==> config.mk <==
export PLATFORM = sky130hd
export DESIGN_NAME = seq_det_param
export DESIGN_NICKNAME = d
export VERILOG_FILES = /design/src/rtl/seq_det_pkg.sv /design/src/rtl/sat_counter.sv /design/src/rtl/seq_det_param.sv
export SDC_FILE = /design/constraint.sdc
export NUM_CORES = 1
export LEC_CHECK = 0
export ABC_AREA = 0
export CAP_MARGIN = 20
export CORE_MARGIN = 2
export CORE_UTILIZATION = 40
export CTS_CLUSTER_SIZE = 16
export DETAILED_ROUTE_END_ITERATION = 7
export PLACE_DENSITY_LB_ADDON = 0.15
export SYNTH_ARGS = -nofsm -noshare
export SYNTH_HDL_FRONTEND = slang
export SYNTH_SLANG_ARGS = --single-unit
==> constraint.sdc <==
create_clock -name clk -period 3.6 [get_ports clk]
set_input_delay 1.08 -clock clk [delete_from_list [all_inputs] [get_ports clk]]
set_output_delay 1.08 -clock clk [all_outputs]
set_load 0.02 [all_outputs]
==> src/rtl/seq_det_pkg.sv <==
// rtl/seq_det_pkg.sv - shared types and defaults for the parametrised sequence detector
package seq_det_pkg;

    typedef enum logic {
        S_FILL  = 1'b0,
        S_ARMED = 1'b1
    } det_state_t;

    localparam int         DEF_PAT_LEN = 4;
    localparam logic [3:0] DEF_PATTERN = 4'b1011;
    localparam int         DEF_CNT_W   = 8;

endpackage

==> src/rtl/sat_counter.sv <==
// rtl/sat_counter.sv - saturating up-counter with synchronous clear
module sat_counter #(
    parameter int W = 8
) (
    input  logic         clk,
    input  logic         rst,
    input  logic         inc,
    input  logic         clr,
    output logic [W-1:0] count
);

    // clear beats increment; increments stop at all-ones
    always_ff @(posedge clk or negedge rst) begin
        if (!rst) begin
            count <= '0;
        end else if (clr) begin
            count <= '0;
        end else if (inc && (count != {W{1'b1}})) begin
            count <= count + 1'b1;
        end
    end

endmodule

==> src/rtl/seq_det_param.sv <==
// rtl/seq_det_param.sv - Moore serial pattern detector with loadable pattern and match counter
module seq_det_param
    import seq_det_pkg::*;
#(
    parameter int                 PAT_LEN = DEF_PAT_LEN,
    parameter logic [PAT_LEN-1:0] PATTERN = PAT_LEN'(DEF_PATTERN),
    parameter bit                 OVERLAP = 1'b1,
    parameter int                 CNT_W   = DEF_CNT_W
) (
    input  logic               clk,
    input  logic               rst,
    input  logic               en,
    input  logic               q_in,
    input  logic               pat_load,
    input  logic [PAT_LEN-1:0] pat_in,
    input  logic               clr_cnt,
    output logic               q,
    output logic [CNT_W-1:0]   match_cnt,
    output logic               armed
);

    localparam int             FW   = $clog2(PAT_LEN + 1);
    localparam logic [FW-1:0]  FULL = FW'(PAT_LEN);

    logic [PAT_LEN-1:0] hist;
    logic [PAT_LEN-1:0] pat;
    logic [FW-1:0]      fill;
    det_state_t         state;

    logic [PAT_LEN-1:0] hist_nxt;
    logic [FW-1:0]      fill_nxt;
    logic               hit;

    // a match is judged on the history as it will be after this sample
    always_comb begin
        hist_nxt = {hist[PAT_LEN-2:0], q_in};
        fill_nxt = (fill == FULL) ? FULL : fill + 1'b1;
        hit      = en && !pat_load && (hist_nxt == pat) && (fill_nxt == FULL);
    end

    // history, fill level, pattern register, state and match pulse
    always_ff @(posedge clk or negedge rst) begin
        if (!rst) begin
            hist  <= '0;
            fill  <= '0;
            pat   <= PATTERN;
            state <= S_FILL;
            q     <= 1'b0;
        end else if (pat_load) begin
            // a new pattern invalidates whatever history was collected
            pat   <= pat_in;
            hist  <= '0;
            fill  <= '0;
            state <= S_FILL;
            q     <= 1'b0;
        end else if (en) begin
            q <= hit;
            if (hit && !OVERLAP) begin
                hist  <= '0;
                fill  <= '0;
                state <= S_FILL;
            end else begin
                hist  <= hist_nxt;
                fill  <= fill_nxt;
                state <= (fill_nxt == FULL) ? S_ARMED : S_FILL;
            end
        end else begin
            q <= 1'b0;
        end
    end

    assign armed = (state == S_ARMED);

    sat_counter #(
        .W(CNT_W)
    ) u_cnt (
        .clk  (clk),
        .rst  (rst),
        .inc  (hit),
        .clr  (clr_cnt),
        .count(match_cnt)
    );

endmodule

==> impl_summary.md, run 1 <==
Die
The full die area is 3020 um^2. In this run the standard cell core region covers 2480 um^2. In this run the horizontal extent of the chip is 55.0 um.

Pin placement for this block handled 20 I/O pins. The height of the die is 55.0 um. Once the floorplan was initialized, standard cells occupied 42.0% of the core. The number of placement rows is 18.

Synth
The area share of the largest cell type after synthesis is 40.9%. The biggest area contributor in the post-synthesis netlist is dfrtp_1. The most used flip-flop cell after synthesis is dfrtp_1.

The count of distinct cell types in the synthesized netlist is 32. After synthesis, flip-flops and latches occupy 48.5% of the total area. For this run, the number of Yosys warnings is 0.

After synthesis the cells add up to 1040 um^2. The net count after synthesis is 112. Synthesis handed over a netlist of 99 instances. The mean instance size in the synthesized netlist is 10.5 um^2. The async set-or-reset flop fraction in the synthesized netlist is 100%. The count of flip-flops with a built-in enable after synthesis is 0. dfrtp_1 is the most common cell in the netlist.

The synthesized flop and latch total is 20. Counting instances in the post-synthesis netlist gives the leading cell types as dfrtp_1, nor2_1, a21oi_1. After synthesis, the cell types taking the most area are dfrtp_1, dfstp_2, mux2_2.

Critical path
Traced cell by cell, the critical path runs through clkdlybuf4s50_1, or3b_1, o22ai_2, nand3_2, or4b_1, a21oi_1. Of all nets on the critical path, the largest fanout is 11. The critical path in this run is classified as primary input to register. The family with the most delay on the worst path is simple AND/OR/NAND/NOR gates. For this run, the slowest stage of the critical path takes 0.54 ns. The critical path launch point type is a primary input.

For this design, the slowest cell found on the critical path is or4b_1. The endpoint class of the critical path is a register. The arrival time reported for the critical path endpoint is 2.92 ns. The required time reported for the critical path endpoint is 3.82 ns.

Together, buffers and inverters on the worst path number 1.

Timing
The clock period minus worst slack is 2.70 ns. Setup repair after global routing left no endpoint under its margin. Derived from the worst setup path, the maximum achievable clock frequency is 371 MHz.

The share of the cycle needed by the critical path after routing is 74.9%. The number of max-slew violations in the final report was 0. The total count of hold-check failures in the final report was 0. Measured against its own limit, the worst slew margin works out to 41.7%. The total setup violations reported at the end of the flow is 0. The final sum of negative setup slack is 0 ns. The final worst clock skew is 0.00224 ns.

At the pin with the least slew margin, the transition time is 0.871 ns.

Detailed routing
The final routed wirelength across all metal layers is 1950 um. The count of unresolved DRC violations after routing is 0. The detailed router finished its first iteration with 7 violations. The detail-routed via count per cell is 5.44.

The total via count after detailed routing is 816. The first detailed-routing pass took 4 iterations. The per-cell routed wire length is 13.0 um. Once detail routing completed, the nets flagged for antenna violations numbered 0.

Clocking
The clock passes through at most 2 buffers. The later-pin clock latency in the skew report is 0.30 ns. CTS placed an instance of clkbuf_4 at the clock tree root. The number of post-CTS setup repair buffers is 0.

The H-tree depth reported by CTS is 1. The number of buffers added to fix hold violations after cts is 0. Buffers inserted during clock tree synthesis total 3. Clock-pin slew was measured on the worst setup and hold paths at 0.11 ns. The clock sink count is 20. The clock tree from TritonCTS is yes. Once the clock tree was built, the resizer swapped 0 gates to a different size.

GRT
The number of global-route vias before repair is 752. The residual overflow from global routing is 0. The initial antenna violation count is 0.

The pin count of the biggest net entering global routing is 21. The wire length of the first global-routing pass is 3300 um. Global routing consumed, over all layers together, 15.7% of the routing resources.

Cells and area
The post-layout net count is 134. The area added between synthesis and finish is 24.7%. The repair_antennas step left the layout with diodes totalling 0. The final standard cell utilization of the core is 52.3%. The number of filler instances in the final layout is 250. In the final layout, the share of cells above drive strength 1 is 14.2%.

Job
The tool flagged a number of max-cap violations equal to 0.

Status
The run finished with clean final reports.

Power
The fraction of power consumed by combinational cells is 10.9%. The power share of the sequential group is 57.7%. For this design the static power due to leakage is 0.532 nW. Across the VDD grid, the largest voltage drop is 0.213 mV. The internal power of the cells totals 0.000321 W. The switching share of total power is 22.7%. The power per standard cell area is 321 nW/um^2.

Per report_power, the clock group accounts for 31.4% of the total. The switching power is 0.0000945 W.

Placed design
The global placement routability congestion is 0.845. The number of buffers inserted by port buffering is 19. The detailed-placement wirelength estimate is 1440 um.

Hold path
The class of the tightest hold or removal check is register to register.
-- per-layer routing --
layer / track usage [%] / vias to the layer above / wire [um]
met5: 0 / - / 0
met2: 27.0 / 20 / 936
met4: 3.66 / 0 / 19
li1: - / 397 / -
met1: 18.6 / 397 / 883
met3: 5.65 / 2 / 106
-- layout make-up --
type	count	area [um^2]	share of cell area [%]
Sequential cell	20	504	38.9
Inverter	4	15.0	1.16
Timing Repair Buffer	21	205	15.8
Clock buffer	4	36.3	2.80
Tap cell	30	37.5	2.90
Multi-Input combinational cell	71	498	38.4
-- through the flow --
| step | cell area, um^2 | std cells | power, W | setup slack (ns) | hold slack [ns] |
|---|---|---|---|---|---|
| 2_1_floorplan | 1040 | 99 | 0.000269 | 1.13 | 0.501 |
| 3_3_place_gp | 1260 | 146 | 0.000290 | 0.649 | 0.489 |
| 3_5_place_dp | 1260 | 146 | 0.000291 | 0.603 | 0.493 |
| 4_1_cts | 1300 | 150 | 0.000422 | 0.906 | 0.525 |
| 5_1_grt | 1300 | 150 | 0.000436 | 0.780 | 0.536 |
| 6_report | 1300 | 150 | 0.000416 | 0.905 | 0.523 |
-- power groups by stage --
stage / registers, W / clock network, W / logic [W]
after floorplan: 0.000243 / 0 / 0.0000254
after global placement: 0.000244 / 0 / 0.0000454
after detailed placement: 0.000245 / 0 / 0.0000464
after CTS: 0.000240 / 0.000135 / 0.0000465
after global routing: 0.000241 / 0.000144 / 0.0000510
final: 0.000240 / 0.000130 / 0.0000453
-- flip-flops by register name (all words and copies together) (netlist names) --
register,flops
u_cnt.count,8
q,1
fill,3
hist,3
armed,1
pat,4
-- cell usage in the layout (no fill, tap or decap) --
cell	instances
o31ai_1	3
and2_1	1
dfstp_2	3
a41o_1	1
and4b_1	1
dfrtp_1	17
nand3_1	6
clkdlybuf4s50_1	19
a211oi_1	1
or3_1	1
or4_1	2
ha_1	3
nand3_2	1
o41ai_1	1
nor2b_1	1
o22ai_2	1
xor2_1	3
nand4_1	1
nor4_1	1
buf_4	2
nand2_1	3
or4b_1	1
clkbuf_8	1
nor2_1	11
xnor2_1	2
a21oi_1	9
nand2b_1	4
mux2_2	6
mux2i_1	4
clkbuf_4	3
inv_1	4
or3b_1	1
nor3_1	2
-- cells by family after synthesis --
group | after synthesis | synth area share, %
simple gates | 37 | 19.5
mux | 10 | 10.3
compound gates | 16 | 10.2
flops | 20 | 48.5
fa+ha+maj | 3 | 3.61
xor+xnor | 5 | 4.21
buf+inv | 8 | 3.61
-- worst paths after layout --
path / start / endpoint / slack (ns) / cells past startpoint
worst max-delay path: pat_load / u_cnt.count[5]$_DFFE_PN0P_ / 0.90 / 6
worst min-delay path: armed$_DFFE_PN0P_ / armed$_DFFE_PN0P_ / 0.52 / 1
worst max register to register: fill[0]$_DFFE_PN0P_ / u_cnt.count[5]$_DFFE_PN0P_ / 1.31 / 7
worst min register to register: armed$_DFFE_PN0P_ / armed$_DFFE_PN0P_ / 0.52 / 1
max in group asynchronous: rst / hist[0]$_DFFE_PN0P_ / 1.80 / 1
min in group asynchronous: rst / hist[2]$_DFFE_PN0P_ / 1.26 / 1
Note: power is estimated with default switching activity, not from simulation.
==> run 2, diff against run 1 <==
Clock period 3.6 ns to 2.6 ns, I/O delays scaled along.
==> run 2 against run 1 <==
Compared with the run above:
- count of clock-buffer cells in the layout unchanged
- clock skew up 0.0055 ns
- via count up 0.12%
- register-to-register slack worse by 0.93 ns
- cell count up 2.7%
- flip-flop and latch count unchanged
- hold slack worse by 0.0056 ns
- combinational power up 42%
- critical path depth unchanged
- global-route usage up 1.4 points
- critical endpoint is now u_cnt.count[3]$_DFFE_PN0P_
==> impl_summary.md, run 2 (synthesis results as in run 1) <==
Status
The run finished with clean final reports.

Power
The analysis attributes to cell leakage a power of 0.544 nW. In this run, the clock network consumes 27.7% of the power. The share of total power dissipated in combinational logic is 11.7%. The internal power contribution is 0.000420 W. Total power for the finished layout comes to 0.000549 W. Dividing total power by cell area gives a power density of 417 nW/um^2.

The switching power is 0.000129 W. In this run switching power makes up 23.5% of total power. IR analysis of the VDD net gives a maximum drop of 0.336 mV. The power share of the sequential group is 60.6%.

Cells and area
The number of antenna diodes in the final layout is 0. Summing all multi-input logic gate instances after layout gives 498 um^2. The library cell used most frequently in the layout, excluding fill and tap cells, is clkdlybuf4s50_1. The area added between synthesis and finish is 26.6%. The share of cells above drive strength 1 is 16.1%. The largest registers in the layout are u_cnt.count x8, pat x4. Leaving out fill and tap cells, the most frequent cells in the layout are clkdlybuf4s50_1, dfrtp_1, nor2_1. The filler cells instantiated in the layout total 245. In the final design database the tool counted 138 nets.

The register bank with the most flops is u_cnt.count. The non-filler instance count after layout is 154. The flip-flop count of the largest register after layout is 8. The sequential cell area in the final layout is 504 um^2.

Timing
The total count of hold-check failures in the final report is 0. The number of max-slew violations in the final report is 0. The total setup violations reported at the end of the flow is 0.

The worst-case headroom to the max-slew limit is 69.4%. Across all hold checks on the routed design, the worst slack comes to 0.517 ns. The clock period minus worst slack is 2.32 ns. The clock arrives with 0.00774 ns of skew.

The worst path uses 89.2% of the clock period. Setup repair after global routing left no endpoint under its margin. For the final routed database, the setup TNS stands at 0 ns. Timing would allow up to 431 MHz.

At the pin with the least slew margin, the transition time is 0.458 ns.

Critical path
The stage delay of the slowest cell on the critical path is 0.53 ns. The type of the setup path with the least slack is primary input to register. Across all register-to-register paths, the minimum setup slack is 0.38 ns.

The family with the most delay on the worst path is simple AND/OR/NAND/NOR gates. For the worst setup path, the data required time is 2.82 ns. The number of buffers and inverters on the critical path is 1. In this run the worst path has a maximum fanout of 7.

Counting cells, the worst reg-to-reg path comes to 7. The arrival time reported for the critical path endpoint is 2.54 ns. The critical path runs through a total of 6 cells.

The worst setup path is launched from a primary input. The slowest cell on the critical path is or4_1. STA classifies the critical path endpoint as a register.

Walking the worst path, the cells encountered are clkdlybuf4s50_1, or3b_1, o22ai_2, nand3_2, or4_1, a21oi_1.

GRT
The total global-route track usage is 17.1%. The number of global-route vias before repair came to 826. The initial antenna violation count was 0. The wire length of the first global-routing pass is 3640 um. For this run the aggregate overflow at the end of global routing stands at 0. The pin count of the biggest net entering global routing is 21.

Detailed routing
The first routing iteration left 7 violations. The detailed-routing iteration count for the pre-antenna-repair pass is 2. The total via count after detailed routing is 817. The final layout contains routed wiring with a total length of 2040 um. After detailed routing, the number of remaining DRC violations is 0. In the routed layout, each cell is associated on average with a via count of 5.31. Dividing the detail-routed wire length by the instance count gives 13.3 um. The final antenna-violating net count is 0.

Clocking
The number of gates resized after CTS was 0. TritonCTS created 3 clock buffers. The library cell used as clock root buffer is clkbuf_4. The clock tree from TritonCTS is yes.

Once the clock tree was built, the setup fixing pass inserted 0 buffers. The H-tree depth reported by CTS is 1. The later-pin clock latency in the skew report is 0.30 ns.

CTS saw 20 sinks. The maximum count of clock buffers along a single path is 2. After clock tree synthesis, the clock-pin slew on the worst setup and hold paths is 0.11 ns. After clock tree synthesis, the flow added hold-fix buffers numbering 0.

Die
The core area is 2480 um^2. The initial utilization of the core area, before any placement, comes to 42.0%. The height of the die is 55.0 um. The initialized floorplan defines 18 standard-cell rows. 20 I/O pins were placed. The x dimension of the die is 55.0 um. The full die area is 3020 um^2.

Hold path
Along the worst hold path, the cell count comes to 1. The class of the tightest hold or removal check is register to register.

Job
The tool flagged a number of max-cap violations equal to 0.

Placed design
The number of placed cells counting well taps is 150. At the end of routability-driven placement, the weighted congestion stood at 0.790. Port buffering added 19 buffers. Detailed placement ended at an HPWL of 1480 um.
## run 2: cell types whose count changed in the layout (fill, tap and decap cells not counted)
cell / delta
buf_4: +4
clkbuf_1: +1
clkbuf_8: -1
## run 2: worst paths after layout
check	start	to
max reg2reg	fill[0]$_DFFE_PN0P_	u_cnt.count[3]$_DFFE_PN0P_
min in group asynchronous	rst	pat[2]$_DFFE_PN0P_
max	pat_load	u_cnt.count[3]$_DFFE_PN0P_
max in group asynchronous	rst	pat[0]$_DFFE_PN1P_
min reg2reg	armed$_DFFE_PN0P_	armed$_DFFE_PN0P_
min	armed$_DFFE_PN0P_	armed$_DFFE_PN0P_
## run 2: layout make-up
cell class	instances	area share [%]
sequential	20	38.3
multi-input combinational	71	37.8
inverter	4	1.14
tap	30	2.85
timing repair buffer	25	17.9
clock buffer	4	2.00
## run 2: per-stage QoR
stage	util (%)	cell area [um^2]	setup slack, ns
after detailed placement	52.1	1290	-0.0374
after CTS	53.1	1320	0.283
after global placement	52.1	1290	0.0191
after floorplan	-	1040	0.433
after global routing	53.1	1320	0.176
final	53.1	1320	0.280
## run 2: power groups by stage
| stage | combinational [W] | sequential [W] | clock (W) |
|---|---|---|---|
| 3_5_place_dp | 0.0000658 | 0.000339 | 0 |
| 4_1_cts | 0.0000661 | 0.000333 | 0.000160 |
| 2_1_floorplan | 0.0000352 | 0.000337 | 0 |
| 3_3_place_gp | 0.0000640 | 0.000338 | 0 |
| 6_report | 0.0000644 | 0.000332 | 0.000152 |
| 5_1_grt | 0.0000724 | 0.000334 | 0.000179 |
## run 2: metal layers
| layer | vias to the layer above | GRT usage, % | wire (um) |
|---|---|---|---|
| li1 | 406 | - | - |
| met1 | 396 | 19.2 | 965 |
| met2 | 13 | 31.0 | 987 |
| met3 | 2 | 4.30 | 69 |
| met4 | 0 | 6.10 | 19 |
| met5 | - | 0 | 0 |
==> run 3, diff against run 2 <==
Settings changed: CTS_CLUSTER_SIZE 16 to not set, PLACE_DENSITY set to 0.7, PLACE_DENSITY_LB_ADDON 0.15 to not set.
==> run 3 against run 2 <==
Compared with the run above:
- cell area rose by 1.4%
- cell count fell by 0.65%
- clock power rose by 71%
- global-route usage fell by 0.29 points
- first-iteration DRC count rose by 110%
- count of clock-buffer cells in the layout fell by 1
- routed wire length rose by 2.3%
- non-clock buffer count fell by 1
- combinational power barely moved
- register-to-register slack improved by 0.03 ns
- die area did not move
- fmax rose by 2.3%
==> impl_summary.md, run 3 (synthesis results as in run 1) <==
Status
The flow ran to the end, and the final reports show no timing, DRC or antenna violations.

Cells and area
Leaving out fill and tap cells, the most frequent cells in the layout are clkdlybuf4s50_1, dfrtp_1, nor2_1. Relative to the synthesized area, the layout overhead comes to 28.4%. The count of antenna diodes in the layout is 0. The flip-flop count of the largest register after layout is 8. The most common cell after layout, fill and taps aside is clkdlybuf4s50_1. At the end of the flow, the number of nets in the layout was 137. The total non-filler cell area in the finished layout is 1340 um^2. The share of cells above drive strength 1 is 16.3%. The register bank with the most flops is u_cnt.count. The largest registers in the layout are u_cnt.count x8, pat x4.

GRT
The routing usage on met2 is 27.2%. The global-route track usage on met1 is 21.1%. The number of global-route vias before repair is 845. The first global-routing pass estimated 3640 um of wire.

In this run the most used layer during global routing was met2. Global routing used 16.8% of the available tracks across all layers. The met3 usage in global routing is 6.18%.

For this run the aggregate overflow at the end of global routing stands at 0. The initial antenna violation count is 0. Entering global routing, the biggest net connects 21 pins.

Critical path
The endpoint class of the critical path is a register. Along the worst path, the maximum fanout reaches 6. The largest single stage delay on the critical path is 0.53 ns. On the critical path the largest part of the delay comes from simple AND/OR/NAND/NOR gates. The critical path launch point type is a primary input.

The arrival time reported for the critical path endpoint is 2.52 ns. The type of the setup path with the least slack is primary input to register. The buffering stage count on the worst path with inverters included is 1. The required time reported for the critical path endpoint is 2.85 ns. The signal on the critical path passes through clkdlybuf4s50_1, or3b_1, o22ai_2, nand3_2, or4_1, a21oi_1. The slowest stage of the critical path is the or4_1 cell.

Detailed routing
The count of unresolved DRC violations after routing is 0. The per-cell routed wire length is 13.6 um. Summed over all layers, the routed wires come to 2090 um. The detail-routed via count per cell is 5.39.

The detailed router placed 824 vias in this run. The initial DRC count is 15. In this run the remaining antenna-violating nets after routing total 0. The detailed-routing iteration count for the pre-antenna-repair pass is 4.

Placed design
The detailed-placement wirelength estimate is 1500 um. The placed instances occupy a cell area of 1280 um^2. The number of buffers inserted by port buffering is 19. The global placement routability congestion is 0.810.

Timing
The total count of hold-check failures in the final report is 0. The top achievable clock speed is 441 MHz. The number of max-slew violations in the final report came to 0. Setup violations remaining at the end of the flow were counted as 0.

The worst path needs 2.27 ns of the cycle, external delays included. For the pin with the worst max-slew slack, the measured transition is 0.433 ns. The worst-case hold slack is 0.531 ns. The share of the cycle needed by the critical path after routing is 87.2%. The worst-case headroom to the max-slew limit is 71.0%. The clock arrives with 0.0128 ns of skew. Setup repair after global routing left no endpoint under its margin.

Power
The share of power burned in the clock network is 39.5%. The power share of the sequential group is 50.7%. In this run the power density over the cells is 492 nW/um^2.

In this run switching power makes up 21.4% of total power. The internal power contribution is 0.000516 W. The switching power is 0.000141 W. In this run the static leakage power is 0.553 nW.

The fraction of power consumed by combinational cells is 9.8%. The highest ir drop seen on vdd is 0.376 mV.

Clocking
After clock tree synthesis, the clock-pin slew on the worst setup and hold paths is 0.13 ns. The tree built by TritonCTS fans out to 20 sinks. Once the clock tree was built, the setup fixing pass inserted 0 buffers. CTS built an H-tree with a depth of 1.

The maximum count of clock buffers along a single path is 2. The later pin in the worst-skew pair is clocked with a latency of 0.32 ns. The clock tree from TritonCTS is yes. The count of instances resized after the clock tree is built is 0.

The number of buffers added to fix hold violations after cts is 0. In this run, CTS created clock tree buffers numbering 3. In this run the clock root is driven by a clkbuf_4.

Job
The number of maximum-capacitance constraint violations is 0.

Die
The initial cell density of the core is 42.0%. The count of pins on the block boundary is 20. The floorplan step set the die height to 55.0 um. The number of placement rows is 18.

The x dimension of the die is 55.0 um. The core area is 2480 um^2. The full die area is 3020 um^2.

Hold path
The class of the tightest hold or removal check is register to register.
run 3: changes by cell type in the layout (fill, tap and decap cells not counted):
| cell | previous run | this run |
|---|---|---|
| clkbuf_1 | 1 | 0 |
| buf_4 | 6 | 5 |
| bufinv_16 | 0 | 1 |
run 3: cell type report:
type                       instances  area, um^2
clock buffer                       3        22.5
clock inverter                     1        30.0
fill                             244        1140
inverter                           4        15.0
multi-input combinational         71         498
sequential                        20         504
tap                               30        37.5
timing repair buffer              24         228
run 3: path summary, 6_finish.rpt:
path	cells after the start	start	slack, ns	end
min reg2reg	1	armed$_DFFE_PN0P_	0.53	armed$_DFFE_PN0P_
min in group asynchronous	2	rst	0.78	hist[2]$_DFFE_PN0P_
max	6	pat_load	0.33	u_cnt.count[4]$_DFFE_PN0P_
max reg2reg	7	fill[0]$_DFFE_PN0P_	0.41	u_cnt.count[4]$_DFFE_PN0P_
max in group asynchronous	2	rst	1.54	pat[0]$_DFFE_PN1P_
min	1	armed$_DFFE_PN0P_	0.53	armed$_DFFE_PN0P_
run 3: per-stage QoR:
stage	instances	util (%)	setup WS [ns]	TNS [ns]	power, W
after floorplan	99	-	0.433	0	0.000372
after global placement	149	51.8	0.0329	0	0.000401
after detailed placement	149	51.8	-0.0218	-0.0415	0.000405
after CTS	153	53.9	0.335	0	0.000669
after global routing	153	53.9	0.238	0	0.000693
final	153	53.9	0.333	0	0.000657
run 3: power by group through the flow:
stage / clock (W) / sequential, W / combinational (W)
after floorplan: 0 / 0.000337 / 0.0000352
after global placement: 0 / 0.000338 / 0.0000632
after detailed placement: 0 / 0.000339 / 0.0000656
after CTS: 0.000270 / 0.000333 / 0.0000659
after global routing: 0.000286 / 0.000335 / 0.0000718
final: 0.000260 / 0.000333 / 0.0000644
run 3: metal layers:
layer / wire length, um / up-vias
met4: 10 / 0
met2: 994 / 24
met3: 128 / 2
li1: - / 401
met5: 0 / -
met1: 953 / 397
